<file path="config.mk">
export PLATFORM = sky130hd
export DESIGN_NAME = pack_receiver
export DESIGN_NICKNAME = d
export VERILOG_FILES = /design/src/rtl/pack_receiver.sv
export SDC_FILE = /design/constraint.sdc
export NUM_CORES = 1
export LEC_CHECK = 0
export CAP_MARGIN = 25
export CORE_UTILIZATION = 57
export CTS_CLUSTER_SIZE = 28
export DETAILED_ROUTE_END_ITERATION = 8
export MAX_ROUTING_LAYER = met4
export PLACE_DENSITY = 0.83
export SYNTH_ARGS = -nofsm -noshare
export SYNTH_HDL_FRONTEND = slang
export SYNTH_SLANG_ARGS = --single-unit
</file>
<file path="constraint.sdc">
create_clock -name i_clk -period 8.6 [get_ports i_clk]
set_clock_uncertainty 0.15 [all_clocks]
set_input_delay 2.15 -clock i_clk [delete_from_list [all_inputs] [get_ports i_clk]]
set_output_delay 2.15 -clock i_clk [all_outputs]
set_load 0.02 [all_outputs]
</file>
<file path="src/rtl/pack_receiver.sv">
// pack_receiver: hard-decision I/Q receiver with error-tolerant preamble hunt,
// payload de-framing into MSB-first bytes and a small output FIFO.
module pack_receiver #(
    parameter int                   SIZE_SAMPLE     = 33,
    parameter int                   SIZE_BIT_PACK   = 1976,
    parameter int                   SIZE_PREAMBLE   = 32,
    parameter logic [SIZE_PREAMBLE-1:0] PREAMBLE    = 32'h1ACFFC1D,
    parameter int                   MAX_ERR         = 2,
    parameter int                   SIZE_OUTPUT_BIT = 8,
    parameter int                   FIFO_DEPTH      = 4
) (
    input  logic                       i_clk,
    input  logic                       i_reset,
    input  logic [79:0]                i_data,
    input  logic                       i_valid_input,
    output logic                       o_ready,
    output logic [SIZE_OUTPUT_BIT-1:0] o_data,
    output logic                       o_valid_output,
    input  logic                       i_ready,
    output logic                       o_last,
    output logic                       o_lock
);

    localparam int NUM_BYTES  = (SIZE_BIT_PACK - SIZE_PREAMBLE) / SIZE_OUTPUT_BIT;
    localparam int BYTE_CNT_W = $clog2(NUM_BYTES);
    localparam int BIT_CNT_W  = $clog2(SIZE_OUTPUT_BIT);
    localparam int PTR_W      = $clog2(FIFO_DEPTH);
    localparam logic [BYTE_CNT_W-1:0] LAST_BYTE = BYTE_CNT_W'(NUM_BYTES - 1);
    localparam logic [BIT_CNT_W-1:0]  LAST_BIT  = BIT_CNT_W'(SIZE_OUTPUT_BIT - 1);
    localparam logic [PTR_W:0]        FULL_CNT  = (PTR_W + 1)'(FIFO_DEPTH);

    typedef enum logic {HUNT, PAYLOAD} state_t;

    state_t                       state_q, state_d;
    logic [SIZE_SAMPLE-1:0]       i_cur, i_prev;
    logic [SIZE_SAMPLE:0]         sum;
    logic                         bit_dec, accept, phase, lock_phase;
    logic [SIZE_PREAMBLE-2:0]     shift_q [2];
    logic [SIZE_PREAMBLE-1:0]     next_shift;
    int                           err_cnt;
    logic                         hit;
    logic [SIZE_OUTPUT_BIT-2:0]   byte_q;
    logic [SIZE_OUTPUT_BIT-1:0]   byte_next;
    logic [BIT_CNT_W-1:0]         bit_cnt;
    logic [BYTE_CNT_W-1:0]        byte_cnt;
    logic                         payload_bit, byte_done, pack_done;
    logic                         wr_pend, wr_last;
    logic [SIZE_OUTPUT_BIT-1:0]   wr_data;
    logic [SIZE_OUTPUT_BIT-1:0]   fifo_data [FIFO_DEPTH];
    logic                         fifo_last [FIFO_DEPTH];
    logic [PTR_W-1:0]             wr_ptr, rd_ptr;
    logic [PTR_W:0]               count;
    logic                         rd_en;
    logic                         unused_bits;

    // Sum of two consecutive I samples, sign-extended so it cannot overflow
    assign i_cur   = i_data[SIZE_SAMPLE-1:0];
    assign sum     = {i_prev[SIZE_SAMPLE-1], i_prev} + {i_cur[SIZE_SAMPLE-1], i_cur};
    assign bit_dec = sum[SIZE_SAMPLE];
    assign accept  = i_valid_input && o_ready;

    assign unused_bits = ^{i_data[79:SIZE_SAMPLE], sum[SIZE_SAMPLE-1:0]};

    assign next_shift = {shift_q[phase], bit_dec};

    always_comb begin
        err_cnt = 0;
        for (int k = 0; k < SIZE_PREAMBLE; k++)
            err_cnt += int'(next_shift[k] ^ PREAMBLE[k]);
    end

    assign hit = (err_cnt <= MAX_ERR);

    assign payload_bit = accept && (state_q == PAYLOAD) && (phase == lock_phase);
    assign byte_next   = {byte_q, bit_dec};
    assign byte_done   = payload_bit && (bit_cnt == LAST_BIT);
    assign pack_done   = byte_done && (byte_cnt == LAST_BYTE);

    always_comb begin
        state_d = state_q;
        unique case (state_q)
            HUNT:    if (accept && hit) state_d = PAYLOAD;
            PAYLOAD: if (pack_done) state_d = HUNT;
            default: state_d = HUNT;
        endcase
    end

    always_ff @(posedge i_clk or negedge i_reset) begin
        if (!i_reset) state_q <= HUNT;
        else          state_q <= state_d;
    end

    always_ff @(posedge i_clk or negedge i_reset) begin
        if (!i_reset) begin
            i_prev     <= '0;
            phase      <= 1'b0;
            lock_phase <= 1'b0;
            shift_q[0] <= '0;
            shift_q[1] <= '0;
            byte_q     <= '0;
            bit_cnt    <= '0;
            byte_cnt   <= '0;
            wr_pend    <= 1'b0;
            wr_last    <= 1'b0;
            wr_data    <= '0;
        end else begin
            wr_pend <= byte_done;
            if (accept) begin
                i_prev <= i_cur;
                phase  <= ~phase;
            end
            if (accept && state_q == HUNT) begin
                shift_q[phase] <= next_shift[SIZE_PREAMBLE-2:0];
                if (hit) begin
                    lock_phase <= phase;
                    bit_cnt    <= '0;
                    byte_cnt   <= '0;
                end
            end
            if (payload_bit) begin
                byte_q  <= byte_next[SIZE_OUTPUT_BIT-2:0];
                bit_cnt <= bit_cnt + 1'b1;
            end
            // Completed byte is staged one cycle, then written to the FIFO
            if (byte_done) begin
                wr_data  <= byte_next;
                wr_last  <= (byte_cnt == LAST_BYTE);
                byte_cnt <= byte_cnt + 1'b1;
            end
            if (pack_done) begin
                shift_q[0] <= '0;
                shift_q[1] <= '0;
            end
        end
    end

    assign rd_en = o_valid_output && i_ready;

    always_ff @(posedge i_clk or negedge i_reset) begin
        if (!i_reset) begin
            wr_ptr <= '0;
            rd_ptr <= '0;
            count  <= '0;
            for (int k = 0; k < FIFO_DEPTH; k++) begin
                fifo_data[k] <= '0;
                fifo_last[k] <= 1'b0;
            end
        end else begin
            if (wr_pend) begin
                fifo_data[wr_ptr] <= wr_data;
                fifo_last[wr_ptr] <= wr_last;
                wr_ptr <= wr_ptr + 1'b1;
            end
            if (rd_en) rd_ptr <= rd_ptr + 1'b1;
            unique case ({wr_pend, rd_en})
                2'b10:   count <= count + 1'b1;
                2'b01:   count <= count - 1'b1;
                default: count <= count;
            endcase
        end
    end

    assign o_ready        = (count != FULL_CNT);
    assign o_valid_output = (count != '0);
    assign o_data         = o_valid_output ? fifo_data[rd_ptr] : '0;
    assign o_last         = o_valid_output && fifo_last[rd_ptr];
    assign o_lock         = (state_q == PAYLOAD);

endmodule
</file>
==> results.yml <==
placement:
  place.gp.congestion: 0.834
  portBuffers: 48
  hpwl_um: 11700
drt:
  vias: 5724
  drt-vias-per-instance: 6.01
  ant_nets: 0
  wire_per_inst_um: 18.9
  postRouteWirelength_um: 18000
  drc: 0
  drt_iter0_markers: 321
  drt-pass1-iter-count: 6
synth:
  synthesis.area_sq_um: 8660
  synthesis.nets: 846
  synth_area_leaders: "dfrtp_1, mux2_2, ha_1"
  syn_area_per_cell_sq_um: 12.6
  synth_cell_types: 53
  synth_edf_count: 0
  synth_top_cell_by_area: "dfrtp_1"
  syn_inst: 689
  ys_ff_latch: 169
  synth_flop_cell: "dfrtp_1"
  ys_warn_count: 0
  ys_seq_area_frac: 0.489
  synth_top_cell_area_share: 0.489
  synthArstFlopShare: 1.00
job:
  maxCapViolations: 0
global_route:
  grt_busiest_layer: "met2"
  globalRouteTotalUtil: 0.257
  grt_max_degree: 101
  antenna_found_initial: 0
  globalRouteMet2Util: 0.417
  met3_usage: 0.0466
  grt_first_pass_wirelength_um: 30500
  grt_pass1_vias: 6163
  use_met1: 0.318
  gr-total-overflow: 0
pwr:
  p_total_uw: 2610
  p_leak_uw: 0.00500
  ir_drop_v: 0.000156
  powerDensity_nw_per_um2: 250
die:
  dieHeight_um: 125
  initial_core_util: 0.589
  rows: 44
  ios: 96
  die-area_sq_um: 15700
  core_region_area_sq_um: 14700
  die_w_um: 125
clock_tree:
  cts.sink_count: 169
  h-tree-depth: 4
  clockRootBuffer: "clkbuf_16"
  holdBufCountCts: 0
  cts_buffers: 17
  clkTransAtPathRegs_ns: 0.06
  tritoncts: "built"
  clockBufferDepth: 2
  clkLatencyLatePin_ns: 0.43
run_status:
  outcome: "completed"
finish:
  layout.nets: 913
  syn2layout_area_growth_pct: 20.7
  drive_gt1_frac: 0.313
  final_util: 0.711
  antenna_cells: 0
timing:
  worst_slew_pin_slew_ns: 0.880
  drv_slew: 0
  setup_viol: 0
  period_share: 0.992
  slew-limit-headroom: 0.414
  hold_violations: 0
  finalWorstPathRequiredPeriod_ns: 8.53
  clock.fmax_ghz: 0.117
  rsz0062_at_grt: "yes"
critical_path:
  required_ns: 8.75
  startpoint_type: "primary input"
  cpLargestDelayFamily: "adder cells"
  cpMostUsedCell: "fa_1"
  arrival_ns: 8.68
  critPathKind: "in2reg"
  slowest_stage: "fa_1"
  cp_slowest_stage_delay_ns: 0.55
  crit_fanout: 6
  ff2ff_path_depth: 26
  crit_cells: 27
  end_kind: "register"
  critPathBufInv: 7
hold_path:
  min-delay-path-class: "reg2reg"
  min_path_cells: 2
[per-stage QoR]
stage / instance area, sq um / std cells / setup slack (ns) / setup TNS [ns] / hold WS (ns)
after floorplan: 8660 / 689 / 0.0422 / 0 / 0.289
after global placement: 9380 / 910 / -0.598 / -6.99 / 0.308
after detailed placement: 9420 / 913 / -0.784 / -9.19 / 0.323
after CTS: 10300 / 949 / 0.000895 / 0 / 0.333
after global routing: 10400 / 953 / -0.107 / -0.685 / 0.365
final: 10400 / 953 / 0.0690 / 0 / 0.326
[final cells by class]
type	count	area, sq um
Clock buffer	19	453
Clock inverter	13	164
Fill cell	919	4260
Inverter	43	161
Multi-Input combinational cell	445	4520
Sequential cell	169	4230
Tap cell	184	230
Timing Repair Buffer	80	688
[tightest hold or removal path: cells and delay by family (launching register included)]
kind / cells / cell delay, ns
flip-flops: 1 / 0.34
AND/OR/NAND/NOR: 2 / 0.10
[what timing repair did]
item                                    4_1_cts  5_1_grt
setup buffers                                 5        3
pin swaps                                    54       44
endpoints found under the setup margin       13       13
hold endpoints to repair                      0        0
gates resized for setup                      88       75
gates cloned                                  0        0
[kinds of logic after synthesis]
logic type                 Yosys count  share of synthesized area
and+or+nand+nor                    136                     0.0792
muxes                              113                      0.156
DFF                                169                      0.489
buffers and inverters               75                     0.0367
xor gates and xnor gates            10                     0.0101
adders and majority gates           73                      0.127
AOI/OAI and AO/OA                  113                      0.103
[path summary, 6_finish.rpt]
path / from / to / slack, ns
setup reg to reg: i_prev[18] / byte_cnt[7] / 1.48
max in group asynchronous: i_reset / i_prev[9] / 5.21
hold / removal: byte_q[6] / wr_data[7] / 0.33
min in group asynchronous: i_reset / fifo_data[20] / 1.66
setup / recovery: i_data[25] / byte_cnt[7] / 0.07
hold reg to reg: byte_q[6] / wr_data[7] / 0.33
[Yosys cell counts (3+ instances only)]
master	number
a22o_1	60
nor3_1	4
inv_1	42
buf_1	3
mux4_2	9
nand3_1	13
xnor2_1	5
nand2_1	69
mux2i_1	22
o21ai_1	8
o21ai_0	9
clkbuf_1	12
fa_1	25
and2_1	13
and4_1	3
a21oi_1	17
mux2_2	82
buf_2	14
xor2_1	5
nand4_1	8
dfrtp_1	169
nor2_1	8
nor4_1	3
ha_1	48
[flip-flops by register name, summed over array words and instances (netlist names)]
| signal | count |
|---|---|
| wr_ptr | 2 |
| bit_cnt | 3 |
| wr_last | 1 |
| lock_phase | 1 |
| byte_cnt | 8 |
| wr_data | 8 |
| shift_q | 62 |
| fifo_data | 32 |
| count | 3 |
| fifo_last | 4 |
| phase | 1 |
| byte_q | 7 |
| rd_ptr | 2 |
| wr_pend | 1 |
| i_prev | 33 |
| o_lock | 1 |
[cell usage in the layout, fill, tap and decap left out, types with 4 or more instances in the layout]
cell and n:
mux2_2 82, nand2_2 5, clkdlybuf4s50_1 15, mux2i_1 22, a22o_1 60, ha_1 24, inv_6 4, ha_4 23
o21ai_0 5, buf_6 4, dfrtp_1 169, nand3_1 13, buf_2 6, xor2_1 5, clkbuf_2 13, buf_4 28
a21oi_1 8, buf_8 5, mux4_2 9, nor2_1 8, inv_1 38, a21oi_2 9, nor3_1 4, fa_1 25
clkbuf_16 17, o21ai_1 9, xnor2_1 4, and2_1 13, inv_2 5, nand4_1 8, nand2_1 65
[report_power, final]
group          internal [uW]  leakage [uW]  switching (uW)
Clock                    475      0.000301             317
Sequential               902       0.00225             126
Combinational            389       0.00245             400
Total                   1770       0.00500             843
[routing by layer]
metal  wire, um  vias to the layer above
met5          0                        -
met4        512                        0
met3        613                       45
met2       9260                      130
met1       7650                     2952
li1           -                     2597
Power figures use the tool's default switching activity.
